==> config.mk <==
export PLATFORM = sky130hd
export DESIGN_NAME = conv_batch_scheduler
export DESIGN_NICKNAME = d
export VERILOG_FILES = /design/src/rtl/conv_sched_pkg.sv /design/src/rtl/conv_batch_scheduler_wbank_tracker.sv /design/src/rtl/conv_batch_scheduler.sv
export SDC_FILE = /design/constraint.sdc
export NUM_CORES = 1
export LEC_CHECK = 0
export CAP_MARGIN = 20
export CELL_PAD_IN_SITES_DETAIL_PLACEMENT = 0
export CELL_PAD_IN_SITES_GLOBAL_PLACEMENT = 1
export CORE_MARGIN = 3
export CORE_UTILIZATION = 38
export DETAILED_ROUTE_END_ITERATION = 7
export GPL_TIMING_DRIVEN = 0
export PLACE_DENSITY_LB_ADDON = 0.2
export SKIP_CTS_REPAIR_TIMING = 1
export SLEW_MARGIN = 20
export SYNTH_ARGS = -nofsm -noshare
export SYNTH_HDL_FRONTEND = slang
export SYNTH_SLANG_ARGS = --single-unit
export TNS_END_PERCENT = 100
==> constraint.sdc <==
create_clock -name clk -period 3.7 [get_ports clk]
set_input_delay 0.555 -clock clk [delete_from_list [all_inputs] [get_ports clk]]
set_output_delay 0.555 -clock clk [all_outputs]
set_load 0.005 [all_outputs]
==> src/rtl/conv_sched_pkg.sv <==
`default_nettype none
// ============================================================================
// conv_sched_pkg : state encoding and sizing helpers for conv_batch_scheduler
// Revision 1.0
// ============================================================================
package conv_sched_pkg;

  typedef enum logic [2:0] {
    S_IDLE      = 3'd0,
    S_WLOAD     = 3'd1,
    S_WWAIT     = 3'd2,
    S_SCAN_KICK = 3'd3,
    S_SCAN_WAIT = 3'd4,
    S_FINISH    = 3'd5
  } state_t;

  function automatic int ceil_div(input int num, input int den);
    return (num + den - 1) / den;
  endfunction

  function automatic int idx_width(input int n);
    return (n <= 1) ? 1 : $clog2(n);
  endfunction

endpackage
`default_nettype wire

==> src/rtl/conv_batch_scheduler_wbank_tracker.sv <==
`default_nettype none
// ============================================================================
// wbank_tracker : per-bank weight-valid flags and the prefetch pending flag
// Optional: CONV_BATCH_SCHED_OVERLAP_EN enables pending_valid. Revision 1.0
// ============================================================================
module wbank_tracker (
  input  logic       clk,
  input  logic       rst_n,
  input  logic       abort,
  input  logic       active,
  input  logic       wload_done,
  input  logic       load_bank,
  input  logic       release_en,
  input  logic       release_bank,
  input  logic       scan_kick,
  input  logic       prefetch_window,
  output logic [1:0] bank_valid,
  output logic       pending_valid
);

  // A completion and a release never target the same bank in one cycle; set wins.
  always_ff @(posedge clk) begin
    if (!rst_n || abort) begin
      bank_valid <= 2'b00;
    end else begin
      for (int b = 0; b < 2; b++) begin
        if (active && wload_done && (load_bank == 1'(b))) begin
          bank_valid[b] <= 1'b1;
        end else if (release_en && (release_bank == 1'(b))) begin
          bank_valid[b] <= 1'b0;
        end
      end
    end
  end

`ifdef CONV_BATCH_SCHED_OVERLAP_EN
  always_ff @(posedge clk) begin
    if (!rst_n || abort) begin
      pending_valid <= 1'b0;
    end else if (active && prefetch_window && wload_done) begin
      pending_valid <= 1'b1;
    end else if (scan_kick) begin
      pending_valid <= 1'b0;
    end
  end
`else
  logic unused_prefetch;
  assign unused_prefetch = scan_kick ^ prefetch_window;
  assign pending_valid   = 1'b0;
`endif

endmodule
`default_nettype wire

==> src/rtl/conv_batch_scheduler.sv <==
`default_nettype none
// ============================================================================
// conv_batch_scheduler : splits a layer into UNIT_NUM-channel batches and
// sequences weight loads and scans. Optional: CONV_BATCH_SCHED_OVERLAP_EN.
// Revision 1.0
// ============================================================================
module conv_batch_scheduler
  import conv_sched_pkg::*;
#(
  parameter  int COUT        = 32,
  parameter  int UNIT_NUM    = 16,
  localparam int NUM_BATCHES = ceil_div(COUT, UNIT_NUM),
  localparam int BW          = idx_width(NUM_BATCHES)
) (
  input  logic          clk,
  input  logic          rst_n,
  input  logic          layer_start,
  input  logic          abort,
  output logic          wload_req,
  output logic [BW-1:0] wload_batch,
  output logic          wload_bank,
  input  logic          wload_done,
  output logic          scan_start,
  input  logic          scan_done,
  output logic          compute_bank,
  output logic [BW-1:0] batch_idx,
  output logic          busy,
  output logic          layer_done
);

  localparam logic [BW-1:0] LAST_BATCH = BW'(NUM_BATCHES - 1);

  state_t        state, state_n;
  logic [BW-1:0] batch, batch_n;
  logic          bank, bank_n;

  logic          wload_req_n, wload_bank_n, scan_start_n, compute_bank_n;
  logic          busy_n, layer_done_n;
  logic [BW-1:0] wload_batch_n, batch_idx_n;

  logic [1:0]    bank_valid;
  logic          pending_valid;
  logic          last_batch, loaded;
  logic          track_active, prefetch_window, release_en;

  assign last_batch      = (batch == LAST_BATCH);
  assign loaded          = wload_done || bank_valid[bank];
  assign track_active    = (state != S_IDLE) && !abort;
  assign prefetch_window = (state == S_SCAN_KICK) || (state == S_SCAN_WAIT);
  assign release_en      = (state == S_SCAN_WAIT) && scan_done;

`ifndef CONV_BATCH_SCHED_OVERLAP_EN
  logic unused_pending;
  assign unused_pending = pending_valid;
`endif

  wbank_tracker u_wbank_tracker (
    .clk             (clk),
    .rst_n           (rst_n),
    .abort           (abort),
    .active          (track_active),
    .wload_done      (wload_done),
    .load_bank       (wload_bank),
    .release_en      (release_en),
    .release_bank    (compute_bank),
    .scan_kick       (scan_start),
    .prefetch_window (prefetch_window),
    .bank_valid      (bank_valid),
    .pending_valid   (pending_valid)
  );

  always_comb begin
    state_n        = state;
    batch_n        = batch;
    bank_n         = bank;
    wload_req_n    = 1'b0;
    wload_batch_n  = wload_batch;
    wload_bank_n   = wload_bank;
    scan_start_n   = 1'b0;
    compute_bank_n = compute_bank;
    batch_idx_n    = batch_idx;
    layer_done_n   = 1'b0;
    busy_n         = 1'b0;

    case (state)
      S_IDLE: begin
        if (layer_start) begin
          state_n = S_WLOAD;
          batch_n = '0;
          bank_n  = 1'b0;
        end
      end
      S_WLOAD:     state_n = S_WWAIT;
      S_WWAIT: begin
        if (loaded) state_n = S_SCAN_KICK;
      end
      S_SCAN_KICK: state_n = S_SCAN_WAIT;
      S_SCAN_WAIT: begin
        if (scan_done) begin
          if (last_batch) begin
            state_n = S_FINISH;
          end else begin
            batch_n = batch + BW'(1);
            bank_n  = ~bank;
`ifdef CONV_BATCH_SCHED_OVERLAP_EN
            // A prefetch finishing with the scan counts as already loaded.
            state_n = (pending_valid || wload_done) ? S_SCAN_KICK : S_WWAIT;
`else
            state_n = S_WLOAD;
`endif
          end
        end
      end
      S_FINISH:    state_n = S_IDLE;
      default:     state_n = S_IDLE;
    endcase

    if (abort) begin
      state_n = S_IDLE;
      batch_n = batch;
      bank_n  = bank;
    end

    // Outputs are registered, so each pulse is raised on entry to its state.
    if (state_n == S_WLOAD) begin
      wload_req_n   = 1'b1;
      wload_batch_n = batch_n;
      wload_bank_n  = bank_n;
    end

    if (state_n == S_SCAN_KICK) begin
      scan_start_n   = 1'b1;
      compute_bank_n = bank_n;
      batch_idx_n    = batch_n;
`ifdef CONV_BATCH_SCHED_OVERLAP_EN
      if (batch_n != LAST_BATCH) begin
        wload_req_n   = 1'b1;
        wload_batch_n = batch_n + BW'(1);
        wload_bank_n  = ~bank_n;
      end
`endif
    end

    layer_done_n = (state == S_FINISH) && !abort;
    busy_n       = (state_n != S_IDLE);
  end

  always_ff @(posedge clk) begin
    if (!rst_n) begin
      state        <= S_IDLE;
      batch        <= '0;
      bank         <= 1'b0;
      wload_req    <= 1'b0;
      wload_batch  <= '0;
      wload_bank   <= 1'b0;
      scan_start   <= 1'b0;
      compute_bank <= 1'b0;
      batch_idx    <= '0;
      busy         <= 1'b0;
      layer_done   <= 1'b0;
    end else begin
      state        <= state_n;
      batch        <= batch_n;
      bank         <= bank_n;
      wload_req    <= wload_req_n;
      wload_batch  <= wload_batch_n;
      wload_bank   <= wload_bank_n;
      scan_start   <= scan_start_n;
      compute_bank <= compute_bank_n;
      batch_idx    <= batch_idx_n;
      busy         <= busy_n;
      layer_done   <= layer_done_n;
    end
  end

endmodule
`default_nettype wire
==> impl_metrics.tcl, run 1 <==
set metrics [dict create \
    synth_top_family_by_area "simple AND/OR/NAND/NOR gates" \
    holdPathEnd "batch_idx$_SDFFE_PN0N_" \
    power.density_nw_per_um2 331 \
    synth_edf_count 0 \
    overflow 0 \
    post-dp-hpwl_um 1070 \
    path_class "input pin to register" \
    track_usage_pct 14.2 \
    start_util_pct 42.8 \
    drt_first_pass_iters 4 \
    r2r_cells 3 \
    post-route-drc-count 0 \
    end_kind "register" \
    grt_pass1_vias 587 \
    hold_viol 0 \
    outcome "completed" \
    r2r_end "compute_bank$_SDFFE_PN0N_" \
    syn_area_sq_um 689 \
    largest_reg_flops 3 \
    largest-register "state" \
    areaGrowthSynthToFinish_pct 25.8 \
    num_antenna_cells 0 \
    cp.arrival_ns 2.09 \
    finalSetupViolCount 0 \
    min-delay-path-class "register to register" \
    register_area_sq_um 300 \
    vias 627 \
    hp-start "batch_idx$_SDFFE_PN0N_" \
    setup_tns_ns 0 \
    avgSynthCellArea_sq_um 8.95 \
    clkSlewWorstSetupHoldPaths_ns 0.09 \
    cts_tree "done" \
    nets 100 \
    worstSkewPairLatency_ns 0.29 \
    multi_input_area_sq_um 357 \
    wire_per_inst_um 12.6 \
    layout-drive-gt1-share_pct 8.60 \
    crit_family "buffers and inverters" \
    path_cells "clkdlybuf4s50_1 -> or3_1 -> buf_2 -> or3_1 -> a31oi_1" \
    synth_fa_ha_area_share_pct 0 \
    syn_inst 77 \
    async_reset_ff_share_pct 0 \
    synthFlopType "dfxtp_1" \
    grt_pass1_wl_um 2620 \
    viasPerCell 5.36 \
    reg2reg_from "bank$_SDFF_PN0_" \
    synth-simple-area-share_pct 23.0 \
    pin_count 14 \
    critPathMaxFanout 8 \
    max_cap_violations 0 \
    finalMaxSlewViolations 0 \
    fin_crit_ns 1.86 \
    ir_drop_uv 236 \
    globalplace.congestion 0.782 \
    synthDistinctLibCells 34 \
    cts_made_buffers 3 \
    mostFrequentLayoutCell "dfxtp_1" \
    syn_nets 83 \
    critPathMostFrequentCell "or3_1" \
    start_kind "input pin" \
    nFillCells 163 \
    antenna_found_initial 0 \
    leakage_nw 0.328 \
    die_w_um 48.6 \
    synth_seq_cells 15 \
    layout.cells.non_filler 117 \
    slowest_stage "clkdlybuf4s50_1" \
    core_sq_um 1610 \
    cts_root_buf "clkbuf_4" \
    top_regs "state: 3 flops, u_wbank_tracker.bank_valid: 2 flops" \
    initialDrtViolationCount 14 \
    cpPeakStageDelay_ns 0.53 \
    worst_pin_slew_ns 0.523 \
    ys.warnings.count 0 \
    num_rows 14 \
    portBuffers 12 \
    cp.required_ns 3.93 \
    dp_cells 113 \
    hold_path_depth 2 \
    synth_compound_area_share_pct 22.9 \
    worst-path-buf-inv 2 \
    synthXorXnorAreaFrac_pct 1.27 \
    synth_mux_area_share_pct 4.54 \
    slew_headroom_pct 64.9 \
    htreeDepth 1 \
    seq_area_frac_synth_pct 43.6 \
    dieArea_sq_um 2360 \
    cts.sinks 15 \
    die_h_um 48.6 \
    grt_max_degree 11 \
    ant_nets 0 \
    layout_common_cells "dfxtp_1, clkdlybuf4s50_1, nand2_1" \
    fmax_mhz 537 \
    rrSetupSlack_ns 2.15 \
    clockBufferDepth 2 \
    rsz0062_at_grt "no" \
    wl_um 1470 \
    skew_ns 0.00632 \
    period_share_pct 50.3 \
]
per-stage QoR:
stage | hold slack (ns) | util [%] | instance area, sq um | setup WS, ns | power [mW]
after global placement | 0.451 | 52.1 | 840 | 1.52 | 0.196
after CTS | 0.474 | 53.8 | 867 | 1.85 | 0.290
after global routing | 0.504 | 53.8 | 867 | 1.75 | 0.305
after detailed placement | 0.457 | 52.1 | 840 | 1.53 | 0.196
after floorplan | 0.455 | - | 689 | 2.17 | 0.183
final | 0.473 | 53.8 | 867 | 1.84 | 0.287
power breakdown:
| part | internal [mW] | switching [mW] |
|---|---|---|
| Clock | 0.0402 | 0.0545 |
| Sequential | 0.164 | 0.000746 |
| Combinational | 0.0127 | 0.0151 |
tightest hold or removal path, delay by kind of cell (launching register included):
kind / cells / cell delay (ns)
and+or+nand+nor: 1 / 0.05
DFF: 1 / 0.32
muxes: 1 / 0.06
cells in the mapped netlist (3+ instances only):
library cell / number / area [sq um]
nor2_1: 4 / 15.0
clkbuf_1: 3 / 11.3
nand2b_1: 3 / 18.8
dfxtp_1: 15 / 300
a21oi_1: 4 / 20.0
inv_1: 3 / 11.3
nand2_1: 6 / 22.5
o21ai_0: 3 / 15.0
layout make-up:
class,instances,area share [%]
inverters,3,1.30
flip-flops and latches,15,34.6
plain buffers,5,2.45
clock buffers,3,2.60
clock inverters,1,0.577
well taps,24,3.46
repair buffers,12,13.9
multi-input cells,54,41.1
layer usage:
layer	track usage (%)	vias to the layer above	wire, um
li1	-	318	-
met1	19.0	288	752
met2	19.7	16	612
met3	3.37	5	63
met4	9.95	0	44
met5	0	-	0
how the worst max path moves through the flow:
stage	cells past startpoint	from	slack, ns	end
2_1_floorplan	4	abort	2.17	bank$_SDFF_PN0_
3_3_place_gp	5	abort	1.52	wload_bank$_SDFFE_PN0N_
3_5_place_dp	5	abort	1.53	bank$_SDFF_PN0_
4_1_cts	5	abort	1.85	wload_bank$_SDFFE_PN0N_
5_1_grt	5	abort	1.75	bank$_SDFF_PN0_
6_report	5	abort	1.84	bank$_SDFF_PN0_
cell families (layout without fill, tap and decap cells):
group | after synthesis | after routing
flip-flops | 15 | 15
XOR/XNOR | 1 | 1
AO/OA/AOI/OAI | 22 | 22
buffers and inverters | 8 | 24
multiplexers | 3 | 3
AND/OR/NAND/NOR | 28 | 28
No activity file was read; power rests on OpenSTA's default activity.
==> run 2, diff against run 1 <==
--- a/config.mk
+++ b/config.mk
@@ -9,7 +9,7 @@
 export CELL_PAD_IN_SITES_DETAIL_PLACEMENT = 0
 export CELL_PAD_IN_SITES_GLOBAL_PLACEMENT = 1
 export CORE_MARGIN = 3
-export CORE_UTILIZATION = 38
+export CORE_UTILIZATION = 36
 export DETAILED_ROUTE_END_ITERATION = 7
 export GPL_TIMING_DRIVEN = 0
 export PLACE_DENSITY_LB_ADDON = 0.2
==> constraint.sdc (replaced) <==
create_clock -name clk -period 1.93 [get_ports clk]
set_input_delay 0.2895 -clock clk [delete_from_list [all_inputs] [get_ports clk]]
set_output_delay 0.2895 -clock clk [all_outputs]
set_load 0.005 [all_outputs]
==> impl_metrics.tcl, run 2 (synthesis gave the netlist of run 1 again) <==
set metrics [dict create \
    outcome "completed" \
    dieArea_sq_um 2480 \
    areaGrowthSynthToFinish_pct 26.0 \
    leakage_nw 0.328 \
    vias 631 \
    slew_headroom_pct 63.5 \
    grt_pass1_wl_um 2740 \
    end_kind "register" \
    num_antenna_cells 0 \
    post-route-drc-count 0 \
    clkSlewWorstSetupHoldPaths_ns 0.09 \
    core_sq_um 1760 \
    fmax_mhz 620 \
    critPathMaxFanout 8 \
    nets 100 \
    dp_cells 114 \
    track_usage_pct 14.5 \
    ant_nets 0 \
    period_share_pct 83.6 \
    min-delay-path-class "input pin to register" \
    rsz0062_at_grt "no" \
    setup_tns_ns 0 \
    path_class "input pin to register" \
    viasPerCell 5.35 \
    start_util_pct 39.1 \
    cts_tree "done" \
    mostFrequentLayoutCell "dfxtp_1" \
    drt_first_pass_iters 4 \
    globalplace.congestion 0.713 \
    overflow 0 \
    grt_pass1_vias 572 \
    start_kind "input pin" \
    pin_count 14 \
    num_rows 15 \
    layout_common_cells "dfxtp_1, clkdlybuf4s50_1, nand2_1" \
    finalSetupViolCount 0 \
    worstSkewPairLatency_ns 0.29 \
    cts_root_buf "clkbuf_4" \
    wire_per_inst_um 12.5 \
    place_ws_ns 0.00666 \
    largest-register "state" \
    antenna_found_initial 0 \
    power.density_nw_per_um2 637 \
    layout.cells.non_filler 118 \
    largest_reg_flops 3 \
    htreeDepth 1 \
    finalMaxSlewViolations 0 \
    post-dp-hpwl_um 1060 \
    clockBufferDepth 2 \
    portBuffers 12 \
    cp.arrival_ns 1.81 \
    die_h_um 49.8 \
    cts.sinks 15 \
    fin_crit_ns 1.61 \
    wl_um 1470 \
    ir_drop_uv 329 \
    fin_ws_ns 0.317 \
    max_cap_violations 0 \
    layout-drive-gt1-share_pct 8.60 \
    cts_made_buffers 3 \
    worst_pin_slew_ns 0.544 \
    die_w_um 49.8 \
    skew_ns 0.00134 \
    finish.utilization_pct 49.2 \
    hold_viol 0 \
    initialDrtViolationCount 12 \
    grt_max_degree 11 \
    top_regs "state: 3 flops, u_wbank_tracker.bank_valid: 2 flops" \
    cp.required_ns 2.13 \
]
## run 2: worst paths after layout
kind	from	endpoint	slack, ns	cells past startpoint
setup / recovery	abort	wload_bank$_SDFFE_PN0N_	0.32	5
hold / removal	rst_n	compute_bank$_SDFFE_PN0N_	0.43	3
setup reg to reg	bank$_SDFF_PN0_	wload_req$_SDFF_PN0_	0.34	3
hold reg to reg	batch_idx$_SDFFE_PN0N_	batch_idx$_SDFFE_PN0N_	0.47	2
## run 2: metrics by stage
stage / power (mW) / instance area (sq um) / hold slack, ns
4_1_cts: 0.562 / 868 / 0.414
5_1_grt: 0.582 / 868 / 0.452
6_report: 0.553 / 868 / 0.426
2_1_floorplan: 0.352 / 689 / 0.455
3_5_place_dp: 0.375 / 841 / 0.463
3_3_place_gp: 0.375 / 841 / 0.451
## run 2: area by class of cell
type | count | area, sq um
Sequential cell | 15 | 300
Timing Repair Buffer | 12 | 120
Clock inverter | 1 | 5.00
Multi-Input combinational cell | 54 | 357
Inverter | 3 | 11.3
Tap cell | 25 | 31.3
Clock buffer | 3 | 22.5
Fill cell | 196 | 896
Buffer | 5 | 21.3
## run 2: critical path, stage by stage
cell and delay [ns]:
clkdlybuf4s50_1 0.52, or3_1 0.35, buf_2 0.16, or2_1 0.24, o32ai_1 0.23
## run 2: power breakdown
group	switching [mW]	internal, mW	total [mW]
sequential	0.00132	0.314	0.315
clock	0.108	0.0771	0.185
combinational	0.0288	0.0244	0.0532
## run 2: routing by layer
layer  up-vias  GRT usage (%)  wire length, um
li1        317              -                -
met1       295           19.7              731
met2        15           19.8              624
met3         4           4.53               94
met4         0           8.29               23
met5         -              0                0
